**config.mk**
```make
export PLATFORM = sky130hd
export DESIGN_NAME = imsic_msi_intp_files
export DESIGN_NICKNAME = d
export VERILOG_FILES = /design/src/rtl/imsic_msi_intp_files.sv
export SDC_FILE = /design/constraint.sdc
export NUM_CORES = 1
export LEC_CHECK = 0
export CAP_MARGIN = 25
export CORE_MARGIN = 2
export CORE_UTILIZATION = 49
export DETAILED_ROUTE_END_ITERATION = 12
export PLACE_DENSITY = 0.81
export SYNTH_ARGS = -nofsm -noshare
export SYNTH_HDL_FRONTEND = slang
export SYNTH_SLANG_ARGS = --single-unit
```
**constraint.sdc**
```tcl
create_clock -name clk_i -period 3.15 [get_ports clk_i]
set_clock_uncertainty 0.2 [all_clocks]
set_input_delay 0.63 -clock clk_i [delete_from_list [all_inputs] [get_ports clk_i]]
set_output_delay 0.63 -clock clk_i [all_outputs]
set_load 0.02 [all_outputs]
```
**src/rtl/imsic_msi_intp_files.sv**
```systemverilog
// IMSIC-style MSI receive stage.
// Buffers incoming {file, id} MSI writes in a small FIFO and drains one per
// cycle into per-file pending arrays. Each file also gets a registered
// top-interrupt identity (topei) and a registered interrupt request.
//
// MSI port handshake: a write transfers on a rising edge where msi_valid_i
// and msi_ready_o are both high. msi_ready_o depends only on the FIFO fill
// level, so it never depends on msi_valid_i. While the port is ready, the
// source holds msi_file_i/msi_id_i stable whenever msi_valid_i is high.
module imsic_msi_intp_files #(
  parameter int NR_VS_FILES = 1,
  parameter int NR_FILES    = 2 + NR_VS_FILES,
  parameter int FILE_W      = $clog2(NR_FILES),
  parameter int NR_SRC      = 30,
  parameter int SRC_W       = $clog2(NR_SRC),
  parameter int FIFO_DEPTH  = 4
) (
  input  logic                         clk_i,
  input  logic                         rst_i,
  input  logic                         msi_valid_i,
  output logic                         msi_ready_o,
  input  logic [FILE_W-1:0]            msi_file_i,
  input  logic [SRC_W-1:0]             msi_id_i,
  input  logic [NR_FILES*NR_SRC-1:0]   eie_i,
  input  logic [NR_FILES*SRC_W-1:0]    eithreshold_i,
  input  logic [NR_FILES-1:0]          eidelivery_i,
  input  logic                         claim_valid_i,
  input  logic [FILE_W-1:0]            claim_file_i,
  output logic [NR_FILES*NR_SRC-1:0]   eip_o,
  output logic [NR_FILES*SRC_W-1:0]    topei_o,
  output logic [NR_FILES-1:0]          irq_o
);

  localparam int PTR_W = $clog2(FIFO_DEPTH);
  localparam int CNT_W = PTR_W + 1;

  logic [FILE_W-1:0]          file_mem_q [FIFO_DEPTH];
  logic [FILE_W-1:0]          file_mem_d [FIFO_DEPTH];
  logic [SRC_W-1:0]           id_mem_q   [FIFO_DEPTH];
  logic [SRC_W-1:0]           id_mem_d   [FIFO_DEPTH];
  logic [PTR_W-1:0]           wptr_q, wptr_d;
  logic [PTR_W-1:0]           rptr_q, rptr_d;
  logic [CNT_W-1:0]           count_q, count_d;
  logic [NR_FILES*NR_SRC-1:0] eip_q, eip_d;
  logic [NR_FILES*SRC_W-1:0]  topei_q, topei_d;
  logic [NR_FILES-1:0]        irq_q, irq_d;

  logic                       enq, deq;
  logic [FILE_W-1:0]          drain_file;
  logic [SRC_W-1:0]           drain_id;
  logic [NR_FILES-1:0]        unused_eie_bit0;

  // Ready is purely a function of the fill level; a full FIFO refuses the
  // write even if an entry drains on the same edge.
  assign msi_ready_o = (count_q != CNT_W'(FIFO_DEPTH));
  assign enq         = msi_valid_i && msi_ready_o;
  assign deq         = (count_q != '0);
  assign drain_file  = file_mem_q[rptr_q];
  assign drain_id    = id_mem_q[rptr_q];

  assign eip_o   = eip_q;
  assign topei_o = topei_q;
  assign irq_o   = irq_q;

  // FIFO bookkeeping: write at wptr, unconditional drain at rptr.
  always_comb begin
    file_mem_d = file_mem_q;
    id_mem_d   = id_mem_q;
    wptr_d     = wptr_q;
    rptr_d     = rptr_q;
    count_d    = count_q;
    if (enq) begin
      file_mem_d[wptr_q] = msi_file_i;
      id_mem_d[wptr_q]   = msi_id_i;
      wptr_d             = wptr_q + PTR_W'(1);
    end
    if (deq) begin
      rptr_d = rptr_q + PTR_W'(1);
    end
    case ({enq, deq})
      2'b10:   count_d = count_q + CNT_W'(1);
      2'b01:   count_d = count_q - CNT_W'(1);
      default: count_d = count_q;
    endcase
  end

  // Pending update: claim clears the current top, then the drained MSI sets
  // its bit so a same-edge set wins. Loop bounds restrict matches to valid
  // files and identities 1..NR_SRC-1, so anything else is dropped.
  always_comb begin
    eip_d = eip_q;
    for (int f = 0; f < NR_FILES; f++) begin
      for (int i = 1; i < NR_SRC; i++) begin
        if (claim_valid_i && (claim_file_i == FILE_W'(f)) &&
            (topei_q[f*SRC_W +: SRC_W] == SRC_W'(i))) begin
          eip_d[f*NR_SRC + i] = 1'b0;
        end
        if (deq && (drain_file == FILE_W'(f)) && (drain_id == SRC_W'(i))) begin
          eip_d[f*NR_SRC + i] = 1'b1;
        end
      end
    end
  end

  // Top identity per file: lowest enabled pending id below the threshold.
  always_comb begin
    logic [SRC_W-1:0] thr;
    logic [SRC_W-1:0] cand;
    topei_d         = '0;
    irq_d           = '0;
    unused_eie_bit0 = '0;
    thr             = '0;
    cand            = '0;
    for (int f = 0; f < NR_FILES; f++) begin
      thr  = eithreshold_i[f*SRC_W +: SRC_W];
      cand = '0;
      for (int i = NR_SRC - 1; i >= 1; i--) begin
        if (eip_q[f*NR_SRC + i] && eie_i[f*NR_SRC + i] &&
            ((thr == '0) || (SRC_W'(i) < thr))) begin
          cand = SRC_W'(i);
        end
      end
      topei_d[f*SRC_W +: SRC_W] = cand;
      irq_d[f]                  = eidelivery_i[f] && (cand != '0);
      unused_eie_bit0[f]        = eie_i[f*NR_SRC];
    end
  end

  // FIFO storage needs no reset: entries are only read once counted.
  always_ff @(posedge clk_i) begin
    file_mem_q <= file_mem_d;
    id_mem_q   <= id_mem_d;
  end

  // Control and output state with synchronous reset.
  always_ff @(posedge clk_i) begin
    if (rst_i) begin
      wptr_q  <= '0;
      rptr_q  <= '0;
      count_q <= '0;
      eip_q   <= '0;
      topei_q <= '0;
      irq_q   <= '0;
    end else begin
      wptr_q  <= wptr_d;
      rptr_q  <= rptr_d;
      count_q <= count_d;
      eip_q   <= eip_d;
      topei_q <= topei_d;
      irq_q   <= irq_d;
    end
  end

endmodule

```
Word level (Yosys, flattened, before mapping)
Index checks and enable logic that the tools add are counted.
{"block": "op_classes", "n_bitwise": 2, "addsub": 4, "order_cmp": 90, "n_div": 0, "eq_ne": 123, "reduce_logical": 543, "multipliers": 0, "shifts": 0, "muxes": 274}
{"cell": "$mux W5", "count": 90}
{"cell": "$logic_and A1 B1 Y1", "count": 359}
{"cell": "$eq A5 B5 Y1 const B", "count": 56}
{"cell": "$lt A5 B5 Y1 const A", "count": 42}
{"cell": "$reduce_bool A2 Y1", "count": 88}
{"cell": "$mux W1", "count": 174}
{"cell": "$eq A5 B4 Y1 const B", "count": 32}
{"cell": "$lt A4 B5 Y1 const A", "count": 24}
{"cell": "$logic_or A1 B1 Y1", "count": 87}
{"cell": "$eq A5 B3 Y1 const B", "count": 16}
{"cell": "$lt A3 B5 Y1 const A", "count": 12}
{"cell": "$eq A5 B2 Y1 const B", "count": 8}
{"cell": "$lt A2 B5 Y1 const A", "count": 6}
{"cell": "$bwmux W20", "count": 1}
{"cell": "$eq A5 B1 Y1 const B", "count": 4}
{"cell": "$logic_not A5 Y1", "count": 3}
{"cell": "$lt A1 B5 Y1 const A", "count": 3}
{"cell": "$reduce_bool A5 Y1", "count": 3}
{"cell": "$bmux W5 S2", "count": 1}
{"cell": "$demux W5 S2", "count": 1}
{"cell": "$bwmux W8", "count": 1}
{"cell": "$eq A2 B1 Y1 const B", "count": 3}
{"cell": "$eq A2 B2 Y1 const B", "count": 3}
{"cell": "$ge A3 B3 Y1 const B", "count": 2}
{"cell": "12 further kinds", "count": 17}
{"block": "word_totals", "romBits": 0, "latchBits": 0, "out_inout_bits": 109, "in_bits": 121, "elab_cells": 1136, "ramBits": 0, "mem_count": 0, "register_bits": 140}

Logic depth before layout (Yosys ltp)
Gate-level depths: netlist of the first run.
{"block": "logic_depth", "depth_word": 34, "ltp_mapped": 10, "depth_no_buf": 10}

Worst setup path after synthesis of the first run
OpenSTA, ideal clock, no wires.
{"block": "synth_path", "path_type": "input port to flip-flop", "startpoint": "input eithreshold_i[12]", "endpoint": "register topei_q[10] (netlist: topei_o[10])", "t_arrival_ps": 2535, "n_path_buf": 2, "required_time_ps": 2859, "slack_ps": 325, "cell_stages": 9, "path_cell_list": "buf_2 or4_4 buf_6 o22a_1 a211o_1 a221o_1 a21oi_1 o21ai_1 a311oi_1"}
{"block": "synth_between", "elab_chain_len": 32, "elab_cells_between_ends": 117}
{"element": "from (decl)", "line_no": "25", "rtl": "input logic [NR_FILES*SRC_W-1:0] eithreshold_i,"}
{"element": "$lt A5 B5 Y1 or $logic_not A5 Y1 (tied branches)", "line_no": "119", "rtl": "((thr == '0) || (SRC_W'(i) < thr))) begin"}
{"element": "$logic_or A1 B1 Y1", "line_no": "119"}
{"element": "$logic_and A1 B1 Y1", "line_no": "118", "rtl": "if (eip_q[f*NR_SRC + i] && eie_i[f*NR_SRC + i] &&"}
{"element": "$mux W5 (28 in series)", "line_no": "118"}
{"element": "$mux W5 *", "line_no": "118"}
{"element": "to (signal assigned)", "line_no": "149", "rtl": "topei_q <= topei_d;"}
{"element": "to (decl)", "line_no": "45", "rtl": "logic [NR_FILES*SRC_W-1:0] topei_q, topei_d;"}
Every way passes the cells marked *; elsewhere a longest branch is shown, timed or not.
A chain may end at the register's enable or synchronous reset.

Final worst setup path of the first run
{"block": "layout_path", "startpoint": "input eithreshold_i[8]", "endpoint": "register irq_q[1] (netlist: irq_o[1])"}
{"block": "layout_between", "elab_chain_len": 34, "elab_cells_between_ends": 119}
{"element": "$lt A5 B5 Y1 or $logic_not A5 Y1 (tied branches)", "line_no": "119"}
{"element": "$logic_or A1 B1 Y1", "line_no": "119"}
{"element": "$logic_and A1 B1 Y1", "line_no": "118"}
{"element": "$mux W5 (28 in series)", "line_no": "118"}
{"element": "$mux W5 *", "line_no": "118"}
{"element": "$reduce_bool A5 Y1 *", "line_no": "124", "rtl": "irq_d[f] = eidelivery_i[f] && (cand != '0);"}
{"element": "$logic_and A1 B1 Y1 *", "line_no": "124"}
{"element": "to (signal assigned)", "line_no": "150", "rtl": "irq_q <= irq_d;"}
{"element": "to (decl)", "line_no": "46", "rtl": "logic [NR_FILES-1:0] irq_q, irq_d;"}
Marks and branches as above.

==> results of run 1 <==
cell type report:
cell class	instances	area [um2]	share of cell area, %
Inverter	18	67.6	0.548
Clock inverter	15	198	1.60
Timing Repair Buffer	380	3410	27.6
Multi-Input combinational cell	862	4870	39.5
Tap cell	220	275	2.23
Sequential cell	140	3080	25.0
Clock buffer	17	425	3.45
per-layer routing:
metal | routed length, um | vias up
met1 | 14000 | 4812
li1 | - | 4631
met5 | 0 | -
met3 | 3230 | 102
met2 | 16400 | 659
met4 | 1280 | 0
through the flow:
stage | TNS, ps | hold WS, ps | area [um2] | instances | total power, W
2_1_floorplan | 0 | 269 | 8240 | 1077 | 0.00291
3_3_place_gp | -1180 | 282 | 11700 | 1620 | 0.00350
3_5_place_dp | -1950 | 299 | 11700 | 1620 | 0.00355
4_1_cts | 0 | 312 | 12300 | 1652 | 0.00570
5_1_grt | 0 | 335 | 12300 | 1652 | 0.00595
6_report | 0 | 309 | 12300 | 1652 | 0.00575
cell families after synthesis:
family	after synthesis	synth area share, %
DFF	140	37.5
muxes	9	2.16
AOI/OAI and AO/OA	388	28.6
adders and majority gates	6	1.00
xor gates and xnor gates	5	0.532
other	1	0.0456
and+or+nand+nor	451	26.4
buffers and inverters	75	3.80
how the worst max path moves through the flow:
| stage | cells past startpoint | from | slack, ps | endpoint |
|---|---|---|---|---|
| floorplan | 9 | eithreshold_i[12] | 320 | topei_o[10] |
| global placement | 9 | eithreshold_i[1] | -220 | irq_o[0] |
| detailed placement | 8 | eithreshold_i[5] | -420 | irq_o[1] |
| CTS | 8 | eithreshold_i[5] | 20 | irq_o[1] |
| global route | 8 | eithreshold_i[3] | 2 | irq_o[0] |
| finish | 9 | eithreshold_i[8] | 80 | irq_o[1] |
cells in the final DEF, fill, tap and decap left out, types with 6 or more instances in the layout:
cell             netlist  final
o311ai_0               8      8
buf_4                  3    157
nand2_1              191    191
and3_1                16     16
edfxtp_1              28     28
clkbuf_16              0     17
a21o_1                 8      8
o21ai_0              117    116
a22oi_1                7      7
o22ai_1               12     12
a211oi_1              11     11
o211ai_1              10     10
dfxtp_1              112    112
nor3_1                18     16
clkdlybuf4s50_1        0    222
nand3b_1               7      7
nor2b_1               11     11
inv_1                 18     18
nor2_1                80     80
nand2b_1              33     33
a21oi_1              132    132
or2_2                 14     14
and2_1                10     10
nand3_1               31     31
mux4_2                 7      7
nand4_1                6      6
a31oi_1               16     16
inv_6                  0      6
report_power, final:
group / internal [W] / switching [W]
registers: 0.00194 / 0.000131
logic: 0.000633 / 0.000901
clock network: 0.00128 / 0.000870
state kept, by name, indices dropped and copies added, names as in the netlist:
name        count
count_q         3
eip_o          87
file_mem_q      8
id_mem_q       20
irq_o           3
rptr_q          2
topei_o        15
wptr_q          2
critical path: stages:
cell and delay, ps:
clkdlybuf4s50_1 430, buf_4 220, or3b_2 510, o311ai_1 380
a21oi_1 180, nor3_1 270, nand3_1 160, o21bai_1 210
a41oi_1 160
==> qor.yml, run 1 <==
worst_setup_path:
  rrSetupSlack_ps: 290
  critical_path_class: "in2reg"
  path_max_fanout: 17
  r2r_end: "eip_o[7]"
  cp-end-kind: "register"
  cp.required_ps: 3230
  worstPathArrival_ps: 3150
  rr_worst_depth: 6
  start_kind: "primary input"
  r2r_start: "rptr_q[0]"
timing:
  final-hold-violation-count: 0
  fin_ws_ps: 77.7
  relSlewSlack_pct: 61.7
  fin_crit_sh_pct: 97.5
  setup_viol: 0
  fmax_ghz: 0.325
  tightest_slew_ps: 574
  drv_slew: 0
  period_needed_ps: 3070
  rsz0062_at_grt: "false"
layout:
  syn_to_final_growth_pct: 49.8
  final_layout_size_suffix_gt1_share_pct: 15.6
  antenna_cells: 0
  n_fill_cell: 1280
  fin_util_pct: 74.6
  fin_nets: 1546
global_route:
  grt_pass1_vias: 9798
  busiest_layer: "met2"
  met3_usage_pct: 6.74
  grt_pass1_wl_um: 53700
  antenna_found_initial: 0
  grt_max_degree: 43
  overflow: 0
  met1_usage_pct: 51.2
  grtUsageTotal_pct: 38.6
  met2_usage_pct: 64.2
pwr:
  power_density_nw_per_um2: 467
  peakVddDrop_uv: 692
  p_leak_nw: 4.53
place:
  place_congestion: 0.998
  hpwl_um: 27200
  place_ws_ps: -419
  portBuffers: 223
die:
  die_h_um: 134
  fp-row-count: 47
  dieArea_um2: 17800
  fp.coreArea_um2: 16500
  pin_count: 230
  start_util_pct: 49.8
  die_width_um: 134
synth:
  ys_seq_elements: 140
  synth_edf_count: 28
  yosys.area.top_type: "dfxtp_1"
  synth_top_area_share_pct: 27.2
  async_reset_ff_share_pct: 0
  ys_seq_area_share_pct: 37.5
  yosysMostFrequentCell: "nand2_1"
  synthCells: 1075
  syn_avg_cell_area_um2: 7.66
  yosys_warnings: 0
  ys_types: 78
  synth_area_um2: 8230
  synthFlopType: "dfxtp_1"
  synth_area_leaders: "dfxtp_1 (27%), edfxtp_1 (10%), nand2_1 (8.7%), a21oi_1 (8.0%), o21ai_0 (7.1%)"
  synth_common_cells: "nand2_1 (191), a21oi_1 (132), o21ai_0 (117)"
clock_network:
  cts_tree: "done"
  cts_num_sinks: 140
  cts_setup_buffers: 0
  cts_max_path_buffers: 2
  clk_pin_slew_worst_paths_ps: 60
  cts-resized-gates: 0
  numCtsBuffers: 17
  cts_root_buffer: "clkbuf_16"
  hold_buffers: 0
  clock_latency_ps: 430
  h-tree-depth: 4
worst_hold_path:
  min_to: "eip_o[80]"
  hold_path_class: "reg2reg"
  hold_start: "eip_o[80]"
  hold_depth: 2
route:
  drt_first_pass_iters: 6
  routed_wl_um: 35000
  ant_nets: 0
  drt_iter0_drc: 1275
  num_vias: 10204
  vias_per_cell: 6.18
  drcViolationCount: 0
  routedWlPerCell_um: 21.2
outcome:
  outcome: "finished clean"
run:
  maxCapViolations: 0
(Power assumes the default switching activity.)
==> run 2: changes to the inputs <==
--- a/config.mk
+++ b/config.mk
@@ -7,9 +7,9 @@
 export LEC_CHECK = 0
 export CAP_MARGIN = 25
 export CORE_MARGIN = 2
-export CORE_UTILIZATION = 49
+export CORE_UTILIZATION = 44
 export DETAILED_ROUTE_END_ITERATION = 12
-export PLACE_DENSITY = 0.81
+export PLACE_DENSITY = 0.76
 export SYNTH_ARGS = -nofsm -noshare
 export SYNTH_HDL_FRONTEND = slang
 export SYNTH_SLANG_ARGS = --single-unit
==> constraint.sdc (replaced) <==
create_clock -name clk_i -period 2.65 [get_ports clk_i]
set_clock_uncertainty 0.2 [all_clocks]
set_input_delay 0.53 -clock clk_i [delete_from_list [all_inputs] [get_ports clk_i]]
set_output_delay 0.53 -clock clk_i [all_outputs]
set_load 0.02 [all_outputs]
==> run 2 against run 1 <==
Compared with the run above:
- sequential cell count stayed put
- die area up 11%
- sequential share of layout area is 1.4 points lower
- clock-buffer cell count unchanged
- combinational power is 28% higher
- sequential power grew 18%
- worst setup slack got worse by 68 ps
- worst hold slack improved by 4.1 ps
- clock power increased by 16%
- power up 20%
- non-clock buffer count is 27 higher
==> qor.yml, run 2 (synthesized netlist as in run 1, its figures left out) <==
outcome:
  outcome: "finished clean"
clock_network:
  clk_pin_slew_worst_paths_ps: 60
  hold_buffers: 0
  h-tree-depth: 4
  cts_max_path_buffers: 2
  cts_num_sinks: 140
  cts_root_buffer: "clkbuf_16"
  clock_latency_ps: 430
  cts_tree: "done"
  numCtsBuffers: 17
timing:
  drv_slew: 0
  setup_viol: 0
  finalHoldWorstSlack_ps: 313
  period_needed_ps: 2640
  fin_crit_sh_pct: 99.6
  tightest_slew_ps: 632
  final-hold-violation-count: 0
  fmax_ghz: 0.379
  relSlewSlack_pct: 57.5
  fin_ws_ps: 9.42
pwr:
  p_leak_nw: 4.86
  power_density_nw_per_um2: 527
  peakVddDrop_uv: 732
worst_setup_path:
  critical_path_class: "in2reg"
  cpMaxStageDelayCell: "clkdlybuf4s50_1"
  cp_num_buf_inv: 5
  crit_path_frequent_cell: "buf_4"
  start_kind: "primary input"
  r2r_start: "rptr_q[0]"
  path_cells: "clkdlybuf4s50_1 > buf_4 > nor4_2 > buf_4 > o311ai_1 > buf_4 > o21a_1 > buf_4 > o211ai_1 > o21a_1 > o32ai_2"
  cp-end-kind: "register"
  cp.required_ps: 2780
  critical_path.top_delay_family: "buffers and inverters"
  slowest_delay_ps: 530
  path_max_fanout: 8
  critPathLaunch: "eithreshold_i[1]"
  worstPathArrival_ps: 2770
route:
  routedWlPerCell_um: 20.6
  drcViolationCount: 0
  num_vias: 10164
  routed_wl_um: 34900
  drt_iter0_drc: 1065
  ant_nets: 0
  vias_per_cell: 6.00
  drt_first_pass_iters: 9
global_route:
  overflow: 0
  grt_pass1_vias: 9620
  grtUsageTotal_pct: 34.0
  grt_pass1_wl_um: 52300
  grt_max_degree: 46
  antenna_found_initial: 0
die:
  die_h_um: 141
  fp-row-count: 50
  dieArea_um2: 19800
  die_width_um: 141
  pin_count: 230
  start_util_pct: 44.4
  fp.coreArea_um2: 18500
place:
  hpwl_um: 27600
  placed_cell_area_um2: 11900
  place_ws_ps: -794
  portBuffers: 223
  place_congestion: 0.997
layout:
  final_layout_size_suffix_gt1_share_pct: 21.9
  antenna_cells: 0
  largest_reg_flops: 87
  syn_to_final_growth_pct: 58.8
  fin_nets: 1573
  final_common_cell: "clkdlybuf4s50_1"
  layout_common_cells: "clkdlybuf4s50_1 (212), nand2_1 (189), buf_4 (176)"
  fin_area_um2: 13100
worst_hold_path:
  hold_path_class: "reg2reg"
  hold_start: "eip_o[35]"
run:
  maxCapViolations: 0
run 2: changes by cell type in the layout (fill, tap and decap cells not counted), moves of 6 or more:
cell | previous run | this run
buf_4 | 157 | 176
o22ai_1 | 12 | 6
clkdlybuf4s50_1 | 222 | 212
o311ai_0 | 8 | 2
o21ai_0 | 116 | 106
a211oi_1 | 11 | 4
dlymetal6s2s_1 | 0 | 6
run 2: layout make-up:
type	count	area (um2)
well taps	234	293
fillers	1524	5450
flip-flops and latches	140	3080
multi-input cells	862	5310
clock buffers	17	425
clock inverters	15	190
repair buffers	407	3700
inverters	18	71.3
run 2: layer usage:
metal / global-route usage (%) / routed length, um / up-vias
met4: 14.8 / 1490 / 0
li1: - / - / 4686
met3: 7.85 / 3120 / 109
met2: 54.9 / 16100 / 609
met5: 0 / 0 / -
met1: 43.7 / 14200 / 4760
run 2: where the power goes:
part | internal, W | switching, W | total (W)
Sequential | 0.00231 | 0.000133 | 0.00244
Clock | 0.00144 | 0.00105 | 0.00249
Combinational | 0.000854 | 0.00111 | 0.00196
Total | 0.00460 | 0.00229 | 0.00689
run 2: path summary, 6_finish.rpt:
| path | endpoint | cells after the start | slack [ps] |
|---|---|---|---|
| setup / recovery | topei_o[0] | 11 | 9 |
| hold / removal | eip_o[35] | 2 | 310 |
| setup reg to reg | eip_o[28] | 8 | 140 |
| hold reg to reg | eip_o[35] | 2 | 310 |
run 2: per-stage QoR:
stage	utilization, %	power [W]	std cells	TNS [ps]
3_5_place_dp	64.3	0.00432	1651	-9010
4_1_cts	68.4	0.00682	1685	-35.0
6_report	70.6	0.00689	1693	0
5_1_grt	70.6	0.00716	1693	-48.7
2_1_floorplan	-	0.00347	1077	-4.42
3_3_place_gp	64.3	0.00428	1651	-8860
run 2: worst reg2reg max path: stages, from the launching register on:
cell and delay, ps:
dfxtp_1 380, buf_12 160, mux4_2 570, or2_2 360, inv_1 70, nand2_1 90, nor2_1 290, nand2_1 150
a21oi_1 160
run 2: timing repair:
item,CTS,global route
hold endpoints to repair,0,0
resized for setup,37,76
buffers inserted,2,8
setup endpoints to repair,12,14
pin swaps,5,21
